--- src/rtl/router_ctrl_fsm.sv ---
// ============================================================================
// Module   : router_ctrl_fsm
// Function : Input-side packet sequencing FSM for the 1x3 router. Drives the
//            datapath state strobes, the FIFO write steering and source busy.
// Revision : 1.0  initial release
// ============================================================================
`default_nettype none

module router_ctrl_fsm #(
    parameter logic [1:0] ADDR_INVALID = 2'b11
) (
    input  logic       clock,
    input  logic       reset,
    input  logic       pkt_valid,
    input  logic [1:0] data_in,
    input  logic       fifo_full,
    input  logic [2:0] fifo_empty,
    input  logic [2:0] soft_reset,
    input  logic       parity_done,
    input  logic       low_pkt_valid,
    output logic       detect_add,
    output logic       lfd_state,
    output logic       ld_state,
    output logic       full_state,
    output logic       laf_state,
    output logic       rst_int_reg,
    output logic       write_enb_reg,
    output logic [2:0] write_enb,
    output logic       busy
);

    localparam logic [2:0] c_DECODE_ADDRESS     = 3'd0;
    localparam logic [2:0] c_LOAD_FIRST_DATA    = 3'd1;
    localparam logic [2:0] c_LOAD_DATA          = 3'd2;
    localparam logic [2:0] c_WAIT_TILL_EMPTY    = 3'd3;
    localparam logic [2:0] c_FIFO_FULL_STATE    = 3'd4;
    localparam logic [2:0] c_LOAD_AFTER_FULL    = 3'd5;
    localparam logic [2:0] c_LOAD_PARITY        = 3'd6;
    localparam logic [2:0] c_CHECK_PARITY_ERROR = 3'd7;

    logic [2:0] r_state;
    logic [2:0] w_next_state;
    logic [1:0] r_addr_q;

    // Padded to four entries so a 2-bit address can index without range issues.
    logic [3:0] w_empty_ext;
    logic [3:0] w_soft_ext;
    logic       w_hdr_ok;
    logic       w_soft_hit;

    assign w_empty_ext = {1'b0, fifo_empty};
    assign w_soft_ext  = {1'b0, soft_reset};
    assign w_hdr_ok    = pkt_valid && (data_in != ADDR_INVALID);
    assign w_soft_hit  = w_soft_ext[r_addr_q];

    always_ff @(posedge clock) begin
        if (reset) begin
            r_state  <= c_DECODE_ADDRESS;
            r_addr_q <= 2'b00;
        end else begin
            r_state <= w_next_state;
            if ((r_state == c_DECODE_ADDRESS) && w_hdr_ok) begin
                r_addr_q <= data_in;
            end
        end
    end

    always_comb begin
        w_next_state = r_state;
        if ((r_state != c_DECODE_ADDRESS) && w_soft_hit) begin
            w_next_state = c_DECODE_ADDRESS;
        end else begin
            case (r_state)
                c_DECODE_ADDRESS: begin
                    if (w_hdr_ok) begin
                        w_next_state = w_empty_ext[data_in] ? c_LOAD_FIRST_DATA
                                                            : c_WAIT_TILL_EMPTY;
                    end
                end
                c_LOAD_FIRST_DATA: w_next_state = c_LOAD_DATA;
                c_LOAD_DATA: begin
                    // A full FIFO outranks the end of payload.
                    if (fifo_full) begin
                        w_next_state = c_FIFO_FULL_STATE;
                    end else if (!pkt_valid) begin
                        w_next_state = c_LOAD_PARITY;
                    end
                end
                c_FIFO_FULL_STATE: begin
                    if (!fifo_full) begin
                        w_next_state = c_LOAD_AFTER_FULL;
                    end
                end
                c_LOAD_AFTER_FULL: begin
                    if (parity_done) begin
                        w_next_state = c_DECODE_ADDRESS;
                    end else if (low_pkt_valid) begin
                        w_next_state = c_LOAD_PARITY;
                    end else begin
                        w_next_state = c_LOAD_DATA;
                    end
                end
                c_LOAD_PARITY: w_next_state = c_CHECK_PARITY_ERROR;
                c_CHECK_PARITY_ERROR: begin
                    w_next_state = fifo_full ? c_FIFO_FULL_STATE : c_DECODE_ADDRESS;
                end
                c_WAIT_TILL_EMPTY: begin
                    if (w_empty_ext[r_addr_q]) begin
                        w_next_state = c_LOAD_FIRST_DATA;
                    end
                end
                default: w_next_state = c_DECODE_ADDRESS;
            endcase
        end
    end

    always_comb begin
        detect_add    = (r_state == c_DECODE_ADDRESS);
        lfd_state     = (r_state == c_LOAD_FIRST_DATA);
        ld_state      = (r_state == c_LOAD_DATA);
        full_state    = (r_state == c_FIFO_FULL_STATE);
        laf_state     = (r_state == c_LOAD_AFTER_FULL);
        rst_int_reg   = (r_state == c_CHECK_PARITY_ERROR);
        write_enb_reg = (r_state == c_LOAD_FIRST_DATA) || (r_state == c_LOAD_DATA) ||
                        (r_state == c_LOAD_PARITY)     || (r_state == c_LOAD_AFTER_FULL);
        busy          = !((r_state == c_DECODE_ADDRESS) || (r_state == c_LOAD_DATA));
        write_enb     = 3'b000;
        if (write_enb_reg) begin
            case (r_addr_q)
                2'd0:    write_enb = 3'b001;
                2'd1:    write_enb = 3'b010;
                2'd2:    write_enb = 3'b100;
                default: write_enb = 3'b000;
            endcase
        end
    end

endmodule

`default_nettype wire

--- config.mk ---
export PLATFORM = sky130hd
export DESIGN_NAME = router_ctrl_fsm
export DESIGN_NICKNAME = d
export VERILOG_FILES = /design/src/rtl/router_ctrl_fsm.sv
export SDC_FILE = /design/constraint.sdc
export NUM_CORES = 1
export LEC_CHECK = 0
export BUFFER_PORTS_ARGS = -buffer_cell sky130_fd_sc_hd__clkbuf_2
export CAP_MARGIN = 25
export CELL_PAD_IN_SITES_DETAIL_PLACEMENT = 2
export CELL_PAD_IN_SITES_GLOBAL_PLACEMENT = 2
export CORE_MARGIN = 3
export CORE_UTILIZATION = 24
export CTS_CLUSTER_DIAMETER = 60
export DETAILED_ROUTE_END_ITERATION = 16
export PLACE_DENSITY = 0.79
export SLEW_MARGIN = 30
export SYNTH_ARGS = -nofsm -noshare
export SYNTH_HDL_FRONTEND = slang
export SYNTH_SLANG_ARGS = --single-unit
--- constraint.sdc ---
create_clock -name clock -period 3.3 [get_ports clock]
set_clock_uncertainty 0.2 [all_clocks]
set_input_delay 0.66 -clock clock [delete_from_list [all_inputs] [get_ports clock]]
set_output_delay 0.66 -clock clock [all_outputs]
set_load 0.05 [all_outputs]
# --- After elaboration in Yosys (flattened, before gate mapping) ---
# Cells that the tools add are included.
totals:
  in_bits: 14
  reg_bits: 5
classes:
  n_reduce_logical: 13
  eq_ne: 14
  n_mux: 18
  n_lt_le_gt_ge: 2
op_table:
  columns: ["op", "n"]
  rows:
  - ["two-way mux 3 bit", 9]
  - ["one-hot mux 3 bit (8 select lines)", 1]
  - ["equality test 3 bit (second input constant)", 4]
  - ["one-hot mux 3 bit (3 select lines)", 1]
  - ["binary-select mux 1 bit (select 2 bit)", 3]
  - ["equality test 3 x 2 -> 1 bit (second input constant)", 2]
  - ["less-than comparator 2 x 3 -> 1 bit (second input constant)", 2]
  - ["!= test 2 bit (second input constant)", 3]
  - ["logical OR 1 bit", 4]
  - ["AND reduction 4 bit", 1]
  - ["equality test 3 x 1 -> 1 bit (second input constant)", 1]
  - ["logical AND 1 bit", 3]
  - ["logical NOT 3 bit", 1]
  - ["two-way mux 1 bit", 3]
  - ["!= test 3 bit (second input constant)", 1]
  - ["nonzero test 3 bit", 1]
  - ["equality test 2 x 1 -> 1 bit (second input constant)", 1]
  - ["equality test 2 bit (second input constant)", 1]
  - ["logical NOT 2 bit", 1]
  - ["two-way mux 2 bit", 1]
  - ["!= test 2 x 1 -> 1 bit (second input constant)", 1]
  - ["OR reduction 2 bit", 1]
  - ["logical NOT 1 bit", 1]

# --- Logic depth before layout (Yosys ltp) ---
# Gate-level depths: netlist (run 1).
depth:
  word_depth: 5
  ltp_mapped: 5

# --- Least setup slack after synthesis (run 1) ---
# OpenSTA, ideal clock, no wires.
synth_path:
  path_kind: "register to output"
  start: "reg r_state[0]"
  end: "out write_enb[1]"
  t_required_ps: 2440
  stages_incl_launch_ff: 4
  setup_slack_ps: 428
  arrival_time_ps: 2012
  cell_sequence: "dfxtp_1 -> clkbuf_1 -> xnor2_1 -> nor3b_1"
synth_between:
  elab_chain_cells: 5
synth_lines:
  columns: ["element", "line", "text"]
  rows:
  - ["from (decl)", "41", "logic [2:0] r_state;"]
  - ["from (signal assigned)", "58", "r_state <= c_DECODE_ADDRESS;"]
  - ["from (signal assigned)", "61", "r_state <= w_next_state;"]
  - ["equality test 3 x 1 -> 1 bit or equality test 3 x 2 -> 1 bit (tied branches)", "124", "write_enb_reg = (r_state == c_LOAD_FIRST_DATA) || (r_state == c_LOAD_DATA) ||"]
  - ["logical OR 1 bit (2 in series)", "124", null]
  - ["logical OR 1 bit *", "125", "(r_state == c_LOAD_PARITY) || (r_state == c_LOAD_AFTER_FULL);"]
  - ["two-way mux 3 bit *", "128", "if (write_enb_reg) begin"]
  - ["to (decl)", "28", "output logic [2:0] write_enb,"]
# Every way passes the cells marked *; elsewhere a longest branch is shown, timed or not.

# --- Worst setup path after layout (run 1) ---
# Ends and elaborated chain as after synthesis.

==> results of run 1 <==
==> cells by family after synthesis <==
| group | count (synthesis) | share of synthesized area [%] |
|---|---|---|
| compound gates | 18 | 27.7 |
| buf+inv | 10 | 8.42 |
| simple gates | 29 | 36.6 |
| mux | 2 | 3.96 |
| flops | 5 | 19.8 |
| xor+xnor | 2 | 3.47 |
==> final cells by class <==
class                   count  area [um^2]
clock buffers               4         26.3
fillers                   224         1200
inverters                   5         18.8
multi-input cells          51          363
flip-flops and latches      5          100
well taps                  25         31.3
repair buffers             24          120
==> cell usage in the layout, fill, tap and decap left out, drive strengths merged, types with 2 or more instances in the layout <==
master  instances
and2b           2
mux2i           2
nand3b          2
nor2b           3
and3            3
a31oi           2
dfxtp           5
nor2            4
nand2           2
nor3            3
clkbuf         28
nor3b           3
o21ai           3
a211oi          2
inv             5
==> path summary, 6_finish.rpt <==
check	to	slack, ns	cells past startpoint
worst max-delay path	write_enb[1]	0.78	3
worst min-delay path	r_addr_q[0]$_SDFFE_PP0P_	0.40	2
worst max register to register	r_state[2]$_SDFFE_PP0P_	1.34	4
worst min register to register	r_addr_q[1]$_SDFFE_PP0P_	0.47	1
==> routing by layer <==
metal | part of all wire [%] | GRT usage (%) | vias up
li1 | - | - | 292
met4 | 0.43 | 3.93 | 0
met3 | 8.3 | 5.16 | 2
met2 | 46 | 21.1 | 21
met1 | 45 | 14.9 | 273
met5 | 0 | 0 | -
==> registers in the layout (all words and copies together) (netlist names) <==
signal / cells
r_state: 3
r_addr_q: 2
==> worst max-delay path, cell delays in order, from the launching register on <==
cell      delay (ns)
dfxtp_1         0.65
xnor2_1         0.21
nor3b_1         0.23
clkbuf_2        0.31
==> Yosys cell counts (all sizes together), types with 2 or more instances <==
master	instances
nand3b	2
nor3b	3
mux2i	2
inv	5
nor3	3
a211oi	2
nor2	4
nand2	2
dfxtp	5
and3	3
nor2b	3
o21ai	3
buf	2
and2b	2
a31oi	2
clkbuf	3
==> power groups by stage <==
| stage | registers (mW) | clock network [mW] | logic, mW |
|---|---|---|---|
| after global routing | 0.158 | 0.0810 | 0.500 |
| final | 0.149 | 0.0713 | 0.465 |
| after detailed placement | 0.152 | 0 | 0.469 |
| after floorplan | 0.0968 | 0 | 0.422 |
| after global placement | 0.150 | 0 | 0.461 |
| after CTS | 0.151 | 0.0736 | 0.472 |
==> flow_summary.toml, run 1 <==
[status]
status = "complete, no violations"

[synth]
ys_types = 37
avgSynthCellArea_um2 = 7.66
ys_top_cells_by_area = "dfxtp_1 20%, nor3b_1 4.5%, mux2i_1 4.0%, and3_1 3.7%, inv_1 3.7%"
synthArstFlopShare_pct = 0
synthFlopType = "dfxtp_1"
synth_top_area_share_pct = 19.8
yosysSeqAreaShare_pct = 19.8
synth_enable_flop_cells = 0
ys_ff_latch = 5
synth-warning-count = 0
yosysTopAreaCell = "dfxtp_1"
syn_nets = 80
syn_area_um2 = 505
syn_inst = 66

[pwr]
powerDensity_mw_per_mm2 = 1040
ir_drop_v = 0.000412
p_int_mw = 0.269
pwr-share-seq_pct = 21.7
pwr-share-clk_pct = 10.4
p_sw_mw = 0.416
power.total_mw = 0.685
leakagePower_nw = 0.315
p_sw_share_pct = 60.7
p_comb_share_pct = 67.9

[place]
dp.final_hpwl_um = 1290
portBuffers = 24
place_area_um2 = 633
placed_cells = 110
finalWeightedCongestion = 0.709
post-place-ws_ns = 1.03

[timing]
hold_slack_ns = 0.403
setup_viol = 0
layout_setup_ws_ns = 0.784
max-slew-margin-rel_pct = 63.9
tightest_slew_ns = 0.541
fin_crit_ns = 2.52
hold_viol_final = 0
rsz0062_at_grt = "no"
fin_crit_sh_pct = 76.2
slew_viol_final = 0
setup-tns-final_ns = 0
max_freq_mhz = 397

[cts]
clk_path_buf_depth = 2
cts_hold_buf = 0
cts.repair.resized = 0
worstSkewPairLatency_ns = 0.24
clk_pin_slew_ns = 0.05
h-tree-depth = 1
clock-sinks = 5
root_buffer = "clkbuf_4"
cts_tree = "yes"
post_cts_buffers = 0
numCtsBuffers = 3

[setup_path]
startpoint = "r_state[0]$_SDFFE_PP0P_"
crit_type = "reg2out"
cp-start-kind = "register"
arrival_ns = 1.66
worstReg2RegStart = "r_state[1]$_SDFFE_PP0P_"
cp_max_fo = 16
end_kind = "output port"
critPathRequiredTime_ns = 2.44

[detailed_routing]
wirelength_um = 1610
wl_per_cell_um = 14.1
routed_via_density = 5.16
drtIter0Drc = 3
num_vias = 588
ant_nets = 0
drc = 0
drt_pass1_iterations = 2

[layout]
final_util_pct = 35.5
syn2layout_area_growth_pct = 30.4
insertedDiodeCount = 0
drive_gt1_share_pct = 34.8
fin_area_um2 = 659
instances_no_fill = 114
num-nets-final = 104

[grt]
grt_pass1_vias = 580
grt_overflow = 0
track_usage_pct = 12.8
grt_start_max_net_pins = 17
grt_antenna_before_repair = 0
grt_first_pass_wirelength_um = 2540

[job]
drv_cap = 0

[floorplan]
io_pins = 25
die_y_um = 51.9
die-area_mm2 = 0.00269
core_mm2 = 0.00186
std_cell_rows = 15
start_util_pct = 27.2
die_w_um = 51.9

[worst_hold_path]
hold_start = "reset"
min-delay-path-class = "in2reg"
Power figures use the tool's default switching activity.
==> run 2: changes to the inputs <==
CORE_UTILIZATION = 20   (was 24)
PLACE_DENSITY = 0.7   (was 0.79)
clock period = 2.3 ns   (was 3.3 ns; I/O delays follow)
==> run 2 against run 1 <==
Total power rose by 47%. Design area rose by 3.0%. Register-to-register slack got worse by 0.84 ns. Die area rose by 18%. Non-clock buffer count rose by 1. Critical path depth did not move. Combinational power rose by 50%. Routed wire length rose by 12%. Sequential power rose by 42%. Flip-flop and latch count did not move. Sequential share of layout area rose by 0.11 points. Core utilization fell by 5.9 points.
==> flow_summary.toml, run 2 (same netlist as run 1, synthesis figures left out) <==
[setup_path]
crit_family = "flip-flops"
reg2regPathDepth = 4
slowest_stage = "dfxtp_2"
cp_max_fo = 15
crit_type = "reg2out"
end_kind = "output port"
worstPathBufferInverterCount = 1
worstPathCellList = "xnor2_1 > nor3b_1 > clkbuf_2"
cpPeakStageDelay_ns = 0.47
r2r_slack_ns = 0.50
cp-start-kind = "register"
regToRegEndpoint = "r_state[2]$_SDFFE_PP0P_"
worstReg2RegStart = "r_state[1]$_SDFFE_PP0P_"
arrival_ns = 1.41
critPathRequiredTime_ns = 1.64

[floorplan]
die_y_um = 56.3
std_cell_rows = 17
die-area_mm2 = 0.00317
die_w_um = 56.3
core_mm2 = 0.00230
io_pins = 25
start_util_pct = 22.0

[timing]
slew_viol_final = 0
max_freq_mhz = 484
hold_viol_final = 0
fin_crit_sh_pct = 89.9
max-slew-margin-rel_pct = 70.3
setup_viol = 0
rsz0062_at_grt = "no"
tightest_slew_ns = 0.441
fin_crit_ns = 2.07
hold_slack_ns = 0.214

[pwr]
p_sw_mw = 0.608
p_int_mw = 0.403
p_sw_share_pct = 60.1
powerDensity_mw_per_mm2 = 1490
pwr-share-seq_pct = 21.0
p_comb_share_pct = 68.9
pwr-share-clk_pct = 10.0
ir_drop_v = 0.000477
leakagePower_nw = 0.322

[layout]
multi_input_area_um2 = 368
num-nets-final = 105
reg_top3 = "r_state x3, r_addr_q x2"
register_area_um2 = 104
drive_gt1_share_pct = 40.0
layout_commonest_cell = "clkbuf_2"
largest_register_ffs = 3
insertedDiodeCount = 0
final_cell_mix = "24 x clkbuf_2, 5 x inv_1, 4 x nor2_1"
final_util_pct = 29.6
syn2layout_area_growth_pct = 34.4
fillers = 292
top_register = "r_state"

[grt]
grt_overflow = 0
met1_usage_pct = 15.4
met2_usage_pct = 19.5
grt_antenna_before_repair = 0
grt_start_max_net_pins = 17
grt_use_met3_pct = 4.14
grt-busiest-layer = "met2"
grt_first_pass_wirelength_um = 3110
track_usage_pct = 12.3
grt_pass1_vias = 656

[cts]
clock-sinks = 5
h-tree-depth = 1
clk_path_buf_depth = 2
post_cts_buffers = 0
cts_hold_buf = 0
worstSkewPairLatency_ns = 0.24
root_buffer = "clkbuf_4"
clk_pin_slew_ns = 0.04
cts_tree = "yes"
numCtsBuffers = 3
cts.repair.resized = 1

[detailed_routing]
wl_per_cell_um = 15.3
num_vias = 601
routed_via_density = 5.09
wirelength_um = 1800
ant_nets = 0
drt_pass1_iterations = 2
drc = 0
drtIter0Drc = 14

[status]
status = "complete, no violations"

[place]
dp.final_hpwl_um = 1420
portBuffers = 24
finalWeightedCongestion = 0.793

[worst_hold_path]
hold_start = "reset"
holdPathEnd = "r_addr_q[0]$_SDFFE_PP0P_"
min-delay-path-class = "in2reg"
hold_depth = 2

[job]
drv_cap = 0
[run 2: changes by cell type in the layout (fill, tap and decap cells not counted), sizes merged]
cell | before | now
buf | 0 | 1
[run 2: power groups by stage]
stage | clock (mW) | combinational [mW] | sequential (mW)
after floorplan | 0 | 0.606 | 0.139
after global placement | 0 | 0.684 | 0.202
after detailed placement | 0 | 0.699 | 0.210
after CTS | 0.104 | 0.703 | 0.211
after global routing | 0.113 | 0.755 | 0.231
final | 0.101 | 0.697 | 0.212
[run 2: metal layers]
layer | wire (um) | up-vias | part of all wire [%]
li1 | - | 293 | -
met1 | 809 | 284 | 45
met2 | 856 | 22 | 48
met3 | 125 | 2 | 6.9
met4 | 9 | 0 | 0.50
met5 | 0 | - | 0
[run 2: worst reg2reg max path, stage by stage, from the launching register on]
cell	delay, ns
dfxtp_2	0.47
nand2b_1	0.13
or4b_4	0.55
a31o_1	0.24
a21oi_2	0.13
[run 2: cell type report]
class | instances | share of cell area, %
tap | 28 | 5.16
sequential | 5 | 15.3
clock buffer | 4 | 3.87
inverter | 5 | 2.76
multi-input combinational | 51 | 54.1
timing repair buffer | 25 | 18.8
[run 2: per-stage QoR]
step                      total power, mW  instances  cell area, um^2  setup slack (ns)  TNS [ns]
after floorplan                     0.745         66              505            -0.372     -2.25
after global placement              0.886        114              644             0.378         0
after detailed placement            0.909        114              644             0.264         0
after CTS                            1.02        118              672            0.0856         0
after global routing                 1.10        118              679            0.0591         0
final                                1.01        118              679             0.233         0
[run 2: worst max path at each step]
stage,from,to,slack (ns),cells past startpoint
final,r_state[1]$_SDFFE_PP0P_,write_enb[2],0.23,3
after global routing,r_state[1]$_SDFFE_PP0P_,write_enb[2],0.06,3
after CTS,r_state[0]$_SDFFE_PP0P_,write_enb[2],0.09,3
after detailed placement,r_state[1]$_SDFFE_PP0P_,write_enb[2],0.26,3
after global placement,r_state[1]$_SDFFE_PP0P_,write_enb[1],0.38,3
after floorplan,r_state[0]$_SDFFE_PP0P_,write_enb[1],-0.37,3
